`src/rtl/movegen_scan.sv`:
```
// movegen_scan: walks the 64 squares in ascending order. For each square holding
// a piece of the side to play it strobes emit_move for that square, lets the
// external attack logic settle, captures the target flags and hands the moves
// out one at a time through a valid/ready port.
//
// Move port handshake: a move transfers on every rising edge where move_valid
// and move_ready are both high. move_valid is a function of registered state
// only (never of move_ready). Once raised, move_valid, move_from and move_to
// hold until the transfer edge or until the scan is aborted or reset.
module movegen_scan #(
    parameter int SETTLE_CYCLES = 2
) (
    input  logic         clk,
    input  logic         rst_n,
    input  logic         start,
    input  logic         abort,
    input  logic         wtp,
    input  logic [255:0] i_board,
    output logic [63:0]  emit_move,
    input  logic [63:0]  target_square,
    output logic         move_valid,
    input  logic         move_ready,
    output logic [5:0]   move_from,
    output logic [5:0]   move_to,
    output logic         busy,
    output logic         done,
    output logic [7:0]   move_count
);

    // EMIT holds for SETTLE_CYCLES cycles; the counter runs 0..SETTLE_LAST.
    localparam logic [3:0] SETTLE_LAST = 4'(SETTLE_CYCLES - 1);

    typedef enum logic [2:0] {
        IDLE    = 3'd0,
        SCAN    = 3'd1,
        EMIT    = 3'd2,
        CAPTURE = 3'd3,
        DRAIN   = 3'd4,
        FIN     = 3'd5
    } state_t;

    state_t      state;
    state_t      state_next;
    logic [63:0] play_mask;
    logic [63:0] play_mask_now;
    logic [63:0] pend;
    logic [5:0]  src;
    logic [3:0]  settle_cnt;
    logic [5:0]  low_idx;
    logic        pend_any;
    logic        last_sq;
    logic        abort_scan;
    logic        start_ok;
    logic        handshake;

    assign pend_any   = |pend;
    assign last_sq    = (src == 6'd63);
    assign abort_scan = abort && (state != IDLE);
    assign start_ok   = start && !abort && (state == IDLE);
    assign move_from  = src;
    assign move_to    = low_idx;

    // Squares holding a non-empty piece of the side to play.
    always_comb begin
        play_mask_now = '0;
        for (int i = 0; i < 64; i++) begin
            play_mask_now[i] = (i_board[4*i +: 3] != 3'd0) && (i_board[4*i+3] == wtp);
        end
    end

    // Lowest pending target; zero when nothing is pending.
    always_comb begin
        low_idx = '0;
        for (int i = 63; i >= 0; i--) begin
            if (pend[i]) low_idx = 6'(i);
        end
    end

    // State register.
    always_ff @(posedge clk or negedge rst_n) begin
        if (!rst_n) state <= IDLE;
        else        state <= state_next;
    end

    // Next-state logic and state-decoded outputs; abort overrides everything.
    always_comb begin
        state_next = state;
        move_valid = 1'b0;
        done       = 1'b0;
        handshake  = 1'b0;
        case (state)
            IDLE:    if (start_ok) state_next = SCAN;
            SCAN: begin
                if (play_mask[src]) state_next = EMIT;
                else if (last_sq)   state_next = FIN;
            end
            EMIT:    if (settle_cnt == SETTLE_LAST) state_next = CAPTURE;
            CAPTURE: state_next = DRAIN;
            DRAIN: begin
                move_valid = pend_any;
                handshake  = pend_any && move_ready && !abort;
                if (!pend_any) state_next = last_sq ? FIN : SCAN;
            end
            FIN: begin
                done       = 1'b1;
                state_next = IDLE;
            end
            default: state_next = IDLE;
        endcase
        if (abort_scan) state_next = IDLE;
    end

    // Scan datapath: source pointer, strobe, pending targets, counters.
    always_ff @(posedge clk or negedge rst_n) begin
        if (!rst_n) begin
            play_mask  <= '0;
            pend       <= '0;
            src        <= '0;
            settle_cnt <= '0;
            emit_move  <= '0;
            busy       <= 1'b0;
            move_count <= '0;
        end else if (abort_scan) begin
            pend       <= '0;
            settle_cnt <= '0;
            emit_move  <= '0;
            busy       <= 1'b0;
        end else begin
            case (state)
                IDLE: begin
                    if (start_ok) begin
                        play_mask  <= play_mask_now;
                        src        <= '0;
                        move_count <= '0;
                        busy       <= 1'b1;
                    end
                end
                SCAN: begin
                    if (play_mask[src]) begin
                        settle_cnt <= '0;
                        emit_move  <= 64'd1 << src;
                    end else if (!last_sq) begin
                        src <= src + 6'd1;
                    end
                end
                EMIT: settle_cnt <= settle_cnt + 4'd1;
                CAPTURE: begin
                    pend      <= target_square;
                    emit_move <= '0;
                end
                DRAIN: begin
                    if (handshake) begin
                        pend <= pend & ~(64'd1 << low_idx);
                        if (move_count != 8'hFF) move_count <= move_count + 8'd1;
                    end else if (!pend_any && !last_sq) begin
                        src <= src + 6'd1;
                    end
                end
                FIN: busy <= 1'b0;
                default: ;
            endcase
        end
    end

endmodule

```
`config.mk`:
```
export PLATFORM = sky130hd
export DESIGN_NAME = movegen_scan
export DESIGN_NICKNAME = d
export VERILOG_FILES = /design/src/rtl/movegen_scan.sv
export SDC_FILE = /design/constraint.sdc
export NUM_CORES = 1
export LEC_CHECK = 0
export BUFFER_PORTS_ARGS = -buffer_cell sky130_fd_sc_hd__buf_4
export CAP_MARGIN = 20
export CORE_UTILIZATION = 40
export DETAILED_ROUTE_END_ITERATION = 8
export PLACE_DENSITY = 0.7
export REMOVE_ABC_BUFFERS = 1
export SLEW_MARGIN = 20
export SYNTH_ARGS = -nofsm -noshare
export SYNTH_HDL_FRONTEND = slang
export SYNTH_SLANG_ARGS = --single-unit
```
`constraint.sdc`:
```
create_clock -name clk -period 2.9 [get_ports clk]
set_clock_uncertainty 0.15 [all_clocks]
set_input_delay 0.145 -clock clk [delete_from_list [all_inputs] [get_ports clk]]
set_output_delay 0.145 -clock clk [all_outputs]
set_load 0.02 [all_outputs]
```
==> results of run 1 <==
-- layout by cell type, fill, tap and decap left out, types with 18 or more instances in the layout --
master,count
a21oi_1,32
buf_4,556
buf_6,18
clkbuf_16,29
dfrtp_1,213
dlygate4sd3_1,195
inv_1,22
nand2_1,160
nand3_1,52
nor2_1,51
o21ai_0,85
o2bb2ai_1,45
o31ai_1,78
xnor2_1,64
-- report_power, final --
| group | internal [mW] | total (mW) | switching (mW) |
|---|---|---|---|
| Sequential | 3.74 | 4.27 | 0.527 |
| Combinational | 3.54 | 7.45 | 3.91 |
| Clock | 1.85 | 3.13 | 1.28 |
-- critical path, delay by kind of cell, from the launching register on --
| family | cells | cell delay [ps] |
|---|---|---|
| AND/OR/NAND/NOR | 5 | 1580 |
| buffers and inverters | 3 | 490 |
| flip-flops | 1 | 420 |
| multiplexers | 1 | 170 |
| AO/OA/AOI/OAI | 1 | 120 |
-- state kept, by name, indices dropped and copies added (netlist names) --
register and flops:
move_count 8, emit_move 64, play_mask 64, pend 64
busy 1, move_from 6, settle_cnt 4, state 3
-- stage by stage --
stage          hold WS, ps  cell area (sq um)  setup slack [ps]    util  setup TNS [ps]
5_1_grt              121.5              19750            -200.6  0.6900          -11070
2_1_floorplan       -300.6              11310             -1997       -         -201040
6_report             44.83              19750            -117.7  0.6900           -3283
3_5_place_dp         65.94              16190            -211.8  0.5657           -8274
3_3_place_gp         65.48              16170            -188.5  0.5648           -5541
4_1_cts              82.42              19230            -99.70  0.6718          -389.5
-- how the worst max path moves through the flow --
stage | to | startpoint | cells after the start
2_1_floorplan | emit_move[1]$_DFFE_PN0P_ | move_from[0]$_DFFE_PN0P_ | 8
6_report | move_from[4]$_DFFE_PN0P_ | pend[60]$_DFFE_PN0P_ | 10
5_1_grt | move_from[4]$_DFFE_PN0P_ | pend[56]$_DFFE_PN0P_ | 9
4_1_cts | move_from[4]$_DFFE_PN0P_ | move_from[0]$_DFFE_PN0P_ | 10
3_5_place_dp | move_from[3]$_DFFE_PN0P_ | move_from[0]$_DFFE_PN0P_ | 9
3_3_place_gp | move_from[0]$_DFFE_PN0P_ | move_from[0]$_DFFE_PN0P_ | 9
-- repair_timing --
item                       4_1_cts  5_1_grt
gates resized for setup         53       90
hold endpoints to repair       259        0
hold buffers                   195        0
pin swaps                        9       18
cloned                           2        6
setup buffers                    7       12
setup endpoints to repair      127      134
-- logic make-up after synthesis --
logic type / count (synthesis) / synth area share
flip-flops: 214 / 0.4609
AO/OA/AOI/OAI: 399 / 0.2482
adder cells (fa/ha/maj): 9 / 0.009691
multiplexers: 23 / 0.03532
AND/OR/NAND/NOR: 385 / 0.1567
XOR/XNOR: 72 / 0.05427
buffers and inverters: 102 / 0.03500
-- cell type report --
class / instances / area (sq um)
fill: 2055 / 8874
inverter: 25 / 96.34
sequential: 214 / 5356
timing repair buffer: 787 / 6714
tap: 384 / 480.5
multi-input combinational: 888 / 6292
clock inverter: 11 / 122.6
clock buffer: 34 / 689.4
-- layer usage --
layer	up-vias	global-route usage
met5	-	0
met4	0	0.1424
met2	632	0.5407
met1	6397	0.3799
li1	5983	-
met3	150	0.03891
==> flow_summary.ini, run 1 <==
[logic_synthesis]
synthTopCellsByArea = dfrtp_1, nand2_1, o31ai_1, xnor2_1, o21ai_0
synth-edff-count = 0
synth_area_sq_mm = 0.01162
netlist_instances = 1204
yosysMostFrequentCell = dfrtp_1
yosys_warnings = 0
synth_cell_types = 65
synth_commonest_cells = dfrtp_1, nand2_1, o21ai_0
yosysSeqAreaShare = 0.4609
synth_ff_type = dfrtp_1
synth_top_area_frac = 0.4609
synth_area_per_cell_sq_um = 9.651
async_reset_ff_frac = 1.000
synth-seq-cells = 214
yosys.area.top_type = dfrtp_1

[critical_path]
cp_common_cell = buf_4
cp_slowest_cell = or4_4
path_max_fanout = 5
max_stage_delay_ps = 520
crit_chain = nor4_1 -> buf_4 -> nand4_1 -> nor3_1 -> buf_4 -> a31oi_2 -> or4_4 -> buf_4 -> or3_4 -> mux2i_1
worstSetupPathType = reg -> reg
cp.required_ps = 3190
reg2reg_setup_slack_ps = -120
r2r-end = move_from[4]$_DFFE_PN0P_
r2r-start = pend[60]$_DFFE_PN0P_
cp-start-kind = register
reg2reg_depth = 10
cp-end-kind = register
arrival_ps = 3310

[power]
power_mw = 14.85
power_density_mw_per_mm2 = 751.7
ir_worst_vdd_v = 0.0005037
power.leakage_nw = 9.053

[route]
dr_wl_met2_mm = 24.24
wire_per_inst_microns = 20.53
drtPass1Iterations = 5
wl_met1_mm = 18.71
wl_mm = 48.10
drtIter0Drc = 1005
dr_wl_met3_mm = 2.894
via_per_inst = 5.618
drc = 0
dr.max_layer_used = met4
vias = 13162
postRouteAntennaNets = 0

[finish]
diodes = 0
drive_above_1_share = 0.3813
instances_no_fill = 2343
nets = 2276
syn_to_final_growth_pct = 69.98

[sta]
fin_crit_sh = 1.041
post-route-min-period_ps = 3018
rsz0062_at_grt = yes
fmax_ghz = 0.3314
fin_ws_ps = -117.7
maxSlewViolCount = 0
finalSetupViolations = 58
relSlewSlack = 0.3526
hold_viol_final = 0
worst_pin_slew_ps = 971.0

[floorplanning]
die_h_microns = 172.4
die_w_microns = 172.4
core_area_sq_mm = 0.02863
ios = 413
num_rows = 62
die-area_sq_mm = 0.02974
initial_core_util = 0.4059

[grt]
grt_pass1_vias = 13178
grt_pass1_wl_mm = 71.01
grt_overflow = 0
antenna_found_initial = 0
grt_max_degree = 95
grt_util_all_layers = 0.3096

[status]
violations = negative setup slack
status = finished with violations

[cts]
cts_buffer_depth = 3
cts.sinks = 214
cts_root_buffer = clkbuf_16
cts_tree = yes
cts_buffers = 25
clk_pin_slew_ps = 60
cts-htree-levels = 1
clock_latency_ps = 540

[hold_path]
hp-class = in -> async

[place]
io_buffers = 412
dp_hpwl_mm = 31.64
placedCellCount = 2076
gp_congestion = 0.9270

[run]
drv_cap = 0
Power figures use the tool's default switching activity.
==> run 2: changes to the inputs <==
Settings changed: CORE_ASPECT_RATIO set to 1.75, PLACE_DENSITY 0.7 to 0.67.
Clock period 2.9 ns to 3.5 ns, I/O delays scaled along.
==> run 2 against run 1 <==
Effect of this change: the run now ends clean; setup slack improved by 280 ps; utilization fell by 5.7 points; clock-buffer cell count fell by 6; worst hold slack improved by 57 ps; wire length fell by 6.1%; register-to-register slack improved by 320 ps; cell area fell by 8.2%; die area barely moved; power fell by 27%; first-iteration DRC count fell by 27%; sequential cell count did not move; global-route usage fell by 0.51 points; critical path type is now reg -> out; largest cell class is now multi-input gates.
==> flow_summary.ini, run 2 (synthesized netlist as in run 1, its figures left out) <==
[status]
status = finished, final reports clean

[place]
dp_hpwl_mm = 32.61
placedCellCount = 1973
postPlaceCellArea_sq_mm = 0.01539
gp_congestion = 0.9750
io_buffers = 412

[floorplanning]
die-area_sq_mm = 0.02976
die_h_microns = 227.5
core_area_sq_mm = 0.02863
die_w_microns = 130.8
initial_core_util = 0.4059
num_rows = 82
ios = 413

[sta]
worst_pin_slew_ps = 968.9
finalSetupViolations = 0
post-route-min-period_ps = 3334
relSlewSlack = 0.3502
fin_tns_setup_ps = 0
hold_viol_final = 0
maxSlewViolCount = 0
rsz0062_at_grt = no
fmax_ghz = 0.3000
fin_crit_sh = 0.9525

[power]
power.leakage_nw = 8.227
power_density_mw_per_mm2 = 593.9
power_mw = 10.77
ir_worst_vdd_v = 0.0004533

[finish]
nets = 2149
fin_area_sq_mm = 0.01813
syn_to_final_growth_pct = 56.03
drive_above_1_share = 0.3018
diodes = 0
mostFrequentLayoutCells = buf_4, dfrtp_1, dlygate4sd3_1
instances_no_fill = 2207
fillCellCount = 2327
layout_commonest_cell = buf_4
reg_top3 = emit_move (64), pend (64), play_mask (64)

[cts]
cts_buffers = 22
cts.sinks = 214
cts_buffer_depth = 3
cts-htree-levels = 1
clock_latency_ps = 520
cts_root_buffer = clkbuf_16
cts_tree = yes
clk_pin_slew_ps = 70
postCtsSetupBuffers = 0

[grt]
grt_util_all_layers = 0.3045
grt_pass1_wl_mm = 68.45
antenna_found_initial = 0
grt_pass1_vias = 12941
grt_max_degree = 132
grt_overflow = 0

[route]
via_per_inst = 5.654
postRouteAntennaNets = 0
drc = 0
vias = 12479
wire_per_inst_microns = 20.47
drtIter0Drc = 734
wl_mm = 45.18
drtPass1Iterations = 5

[critical_path]
cp-start-kind = register
cp-startpoint = pend[8]$_DFFE_PN0P_
path_max_fanout = 13
arrival_ps = 3010
worstSetupPathType = reg -> out
cp.required_ps = 3170
reg2reg_depth = 7
cp-end-kind = output pin
r2r-start = pend[15]$_DFFE_PN0P_

[run]
drv_cap = 0

[hold_path]
hp-class = in -> async
-- run 2: cell count changes in the layout (fill, tap and decap cells not counted), sizes merged --
cell    change
buf       -121
clkbuf      -9
bufinv      +2
clkinv      -2
-- run 2: cell type report --
cell class	count	area (sq um)	share of cell area
Clock buffer	28	614.3	0.03388
Clock inverter	11	165.2	0.009109
Inverter	25	93.84	0.005176
Multi-Input combinational cell	888	5896	0.3252
Sequential cell	214	5355	0.2954
Tap cell	378	473.0	0.02609
Timing Repair Buffer	663	5534	0.3052
-- run 2: metal layers --
metal  GRT usage  routed length, microns
met1      0.3061                   15200
met2      0.5641                   24250
met3     0.06275                    3109
met4      0.1835                    2624
met5           0                       0
-- run 2: final timing paths --
path	to	slack, ps
setup / recovery	move_to[0]	170
hold / removal	play_mask[0]$_DFFE_PN0P_	100
setup reg to reg	move_from[5]$_DFFE_PN0P_	200
hold reg to reg	play_mask[17]$_DFFE_PN0P_	330
min in group clk	pend[23]$_DFFE_PN0P_	170
max in group asynchronous	move_count[0]$_DFFE_PN0P_	2110
-- run 2: through the flow --
stage / hold WS [ps] / utilization / setup WS [ps]
after floorplan: -270.6 / - / -1397
after global placement: 136.7 / 0.5378 / 292.5
after detailed placement: 136.1 / 0.5378 / 243.9
after CTS: 123.4 / 0.6332 / 219.0
after global routing: 182.7 / 0.6334 / 23.55
final: 101.4 / 0.6334 / 166.4
-- run 2: worst max-delay path, cell delays in order (launching register included) --
cell and delay [ps]:
dfrtp_1 440, nor4_1 330, o221ai_1 250, a21oi_1 360, o211ai_1 290, a31oi_1 330, buf_4 300, buf_4 190
-- run 2: what timing repair did --
item / in CTS / in global routing
gates resized for setup: 0 / 2
setup endpoints to repair: 0 / 16
endpoints found under the hold margin: 225 / 0
hold buffers: 195 / 0
-- run 2: where the power goes --
part | total (mW) | switching, mW | internal (mW)
registers | 3.65 | 0.557 | 3.09
logic | 4.53 | 2.55 | 1.98
clock network | 2.59 | 1.04 | 1.54
==> run 3: changes to the inputs <==
Settings changed: CTS_BUF_LIST set to sky130_fd_sc_hd__clkbuf_4, PLACE_DENSITY 0.67 to 0.66.
==> run 3 against run 2 <==
Effect of this change: register-to-register slack lost 96 ps; clock power is 24% lower; sequential cell count is the same; highest routed layer unchanged.
==> flow_summary.ini, run 3 (synthesized netlist as in run 1, its figures left out) <==
[power]
seqPwrFrac = 0.356
power_density_mw_per_mm2 = 567.3
comb_power_share = 0.453
internal-power_mw = 6.157
power.leakage_nw = 8.335
p_sw_mw = 4.224
power_mw = 10.38
ir_worst_vdd_v = 0.0003373
pwr-share-clk = 0.191
power.share.switching = 0.4069

[critical_path]
crit_family = compound AO/OA/AOI/OAI gates
worst-path-buf-inv = 3
cp.required_ps = 3930
cp-end-kind = register
worstSetupPathType = reg -> reg
arrival_ps = 3820
cp_slowest_cell = or4_4
crit_chain = or4_4 -> nor3_2 -> o31ai_1 -> a2111o_1 -> a31o_2 -> inv_1 -> nand3_1 -> buf_4 -> o211ai_1 -> nand2_1 -> dlygate4sd3_1
cp-start-kind = register
max_stage_delay_ps = 570
path_max_fanout = 5

[grt]
grt_util_all_layers = 0.3042
antenna_found_initial = 2
grt_max_degree = 86
grt_pass1_vias = 13296
grt_overflow = 0
grt_pass1_wl_mm = 68.29

[floorplanning]
die-area_sq_mm = 0.02976
num_rows = 82
ios = 413
core_area_sq_mm = 0.02863
die_h_microns = 227.5
initial_core_util = 0.4059
die_w_microns = 130.8

[finish]
nets = 2197
final_core_utilization = 0.6393
reg_top3 = emit_move (64), pend (64), play_mask (64)
drive_above_1_share = 0.3203
layout_commonest_cell = buf_4
syn_to_final_growth_pct = 57.49
mostFrequentLayoutCells = buf_4, dlygate4sd3_1, dfrtp_1

[cts]
cts_buffers = 53
cts-htree-levels = 2
cts_buffer_depth = 3
cts.sinks = 214
clk_pin_slew_ps = 70
clock_latency_ps = 730
cts_root_buffer = clkbuf_4
cts_tree = yes

[sta]
relSlewSlack = 0.3643
fin_crit_sh = 0.9702
post-route-min-period_ps = 3396
rsz0062_at_grt = yes
fmax_ghz = 0.2945
worst_pin_slew_ps = 947.8
maxSlewViolCount = 0
fin_tns_setup_ps = 0
finalSetupViolations = 0
hold_viol_final = 0

[route]
drtIter0Drc = 668
drc = 0
postRouteAntennaNets = 0
drtPass1Iterations = 5
vias = 12822
wire_per_inst_microns = 20.13
via_per_inst = 5.636
wl_mm = 45.80

[hold_path]
hp-class = in -> reg

[place]
gp_congestion = 0.9730
io_buffers = 412
dp_hpwl_mm = 32.30

[run]
drv_cap = 0

[status]
status = finished, final reports clean
## run 3: cell count changes in the layout (fill, tap and decap cells not counted), moves of 4 or more
cell	delta
clkinv_1	+12
clkbuf_16	-23
or4_4	+6
dlygate4sd3_1	+18
clkbuf_4	+69
or4_1	-6
buf_4	-8
bufinv_16	-4
## run 3: final timing paths
kind	to	cells after the start	from	slack, ps
worst max-delay path	pend[6]$_DFFE_PN0P_	11	pend[13]$_DFFE_PN0P_	100
worst min-delay path	pend[33]$_DFFE_PN0P_	3	target_square[33]	60
worst max register to register	pend[6]$_DFFE_PN0P_	11	pend[13]$_DFFE_PN0P_	100
worst min register to register	play_mask[41]$_DFFE_PN0P_	2	play_mask[41]$_DFFE_PN0P_	330
max in group asynchronous	pend[39]$_DFFE_PN0P_	4	rst_n	2160
min in group asynchronous	pend[33]$_DFFE_PN0P_	4	rst_n	430
## run 3: area by class of cell
type                    instances  area, sq um
clock inverters                19        87.58
multi-input cells             888         5993
repair buffers                680         5772
clock buffers                  69        518.0
fillers                      2312        10320
well taps                     378        473.0
diodes                          2        5.005
flip-flops and latches        214         5358
inverters                      25        93.84
## run 3: power by group through the flow
stage	Combinational (mW)	Clock, mW	Sequential (mW)
floorplan	2.35	0	3.59
global placement	4.05	0	3.67
detailed placement	4.11	0	3.70
CTS	4.46	2.05	3.66
global route	5.09	2.16	3.76
finish	4.70	1.98	3.70
## run 3: per-stage QoR
stage	std cells	setup WS [ps]	hold slack (ps)	area, sq um
3_5_place_dp	1965	97.15	18.11	15370
2_1_floorplan	1127	-1397	-270.6	11310
4_1_cts	2267	6.537	12.99	18140
5_1_grt	2275	-25.21	53.34	18300
6_report	2275	104.1	58.84	18300
3_3_place_gp	1964	225.4	14.90	15360
## run 3: repair_timing
| action | CTS | global route |
|---|---|---|
| buffers inserted | 0 | 6 |
| setup endpoints to repair | 0 | 14 |
| gates resized for setup | 0 | 27 |
| endpoints found under the hold margin | 378 | 0 |
| hold buffers | 214 | 0 |
## run 3: routing by layer
metal,up-vias,wire length [microns],track usage,share of wire
li1,5867,-,-,-
met1,6178,15030,0.2931,0.33
met2,622,25610,0.5784,0.56
met3,155,2654,0.05664,0.058
met4,0,2506,0.1910,0.055
met5,-,0,0,0
## run 3: tightest hold or removal path, delay by kind of cell
kind                   cells  cell delay [ps]
AOI/OAI and AO/OA          1              100
buffers and inverters      2              630
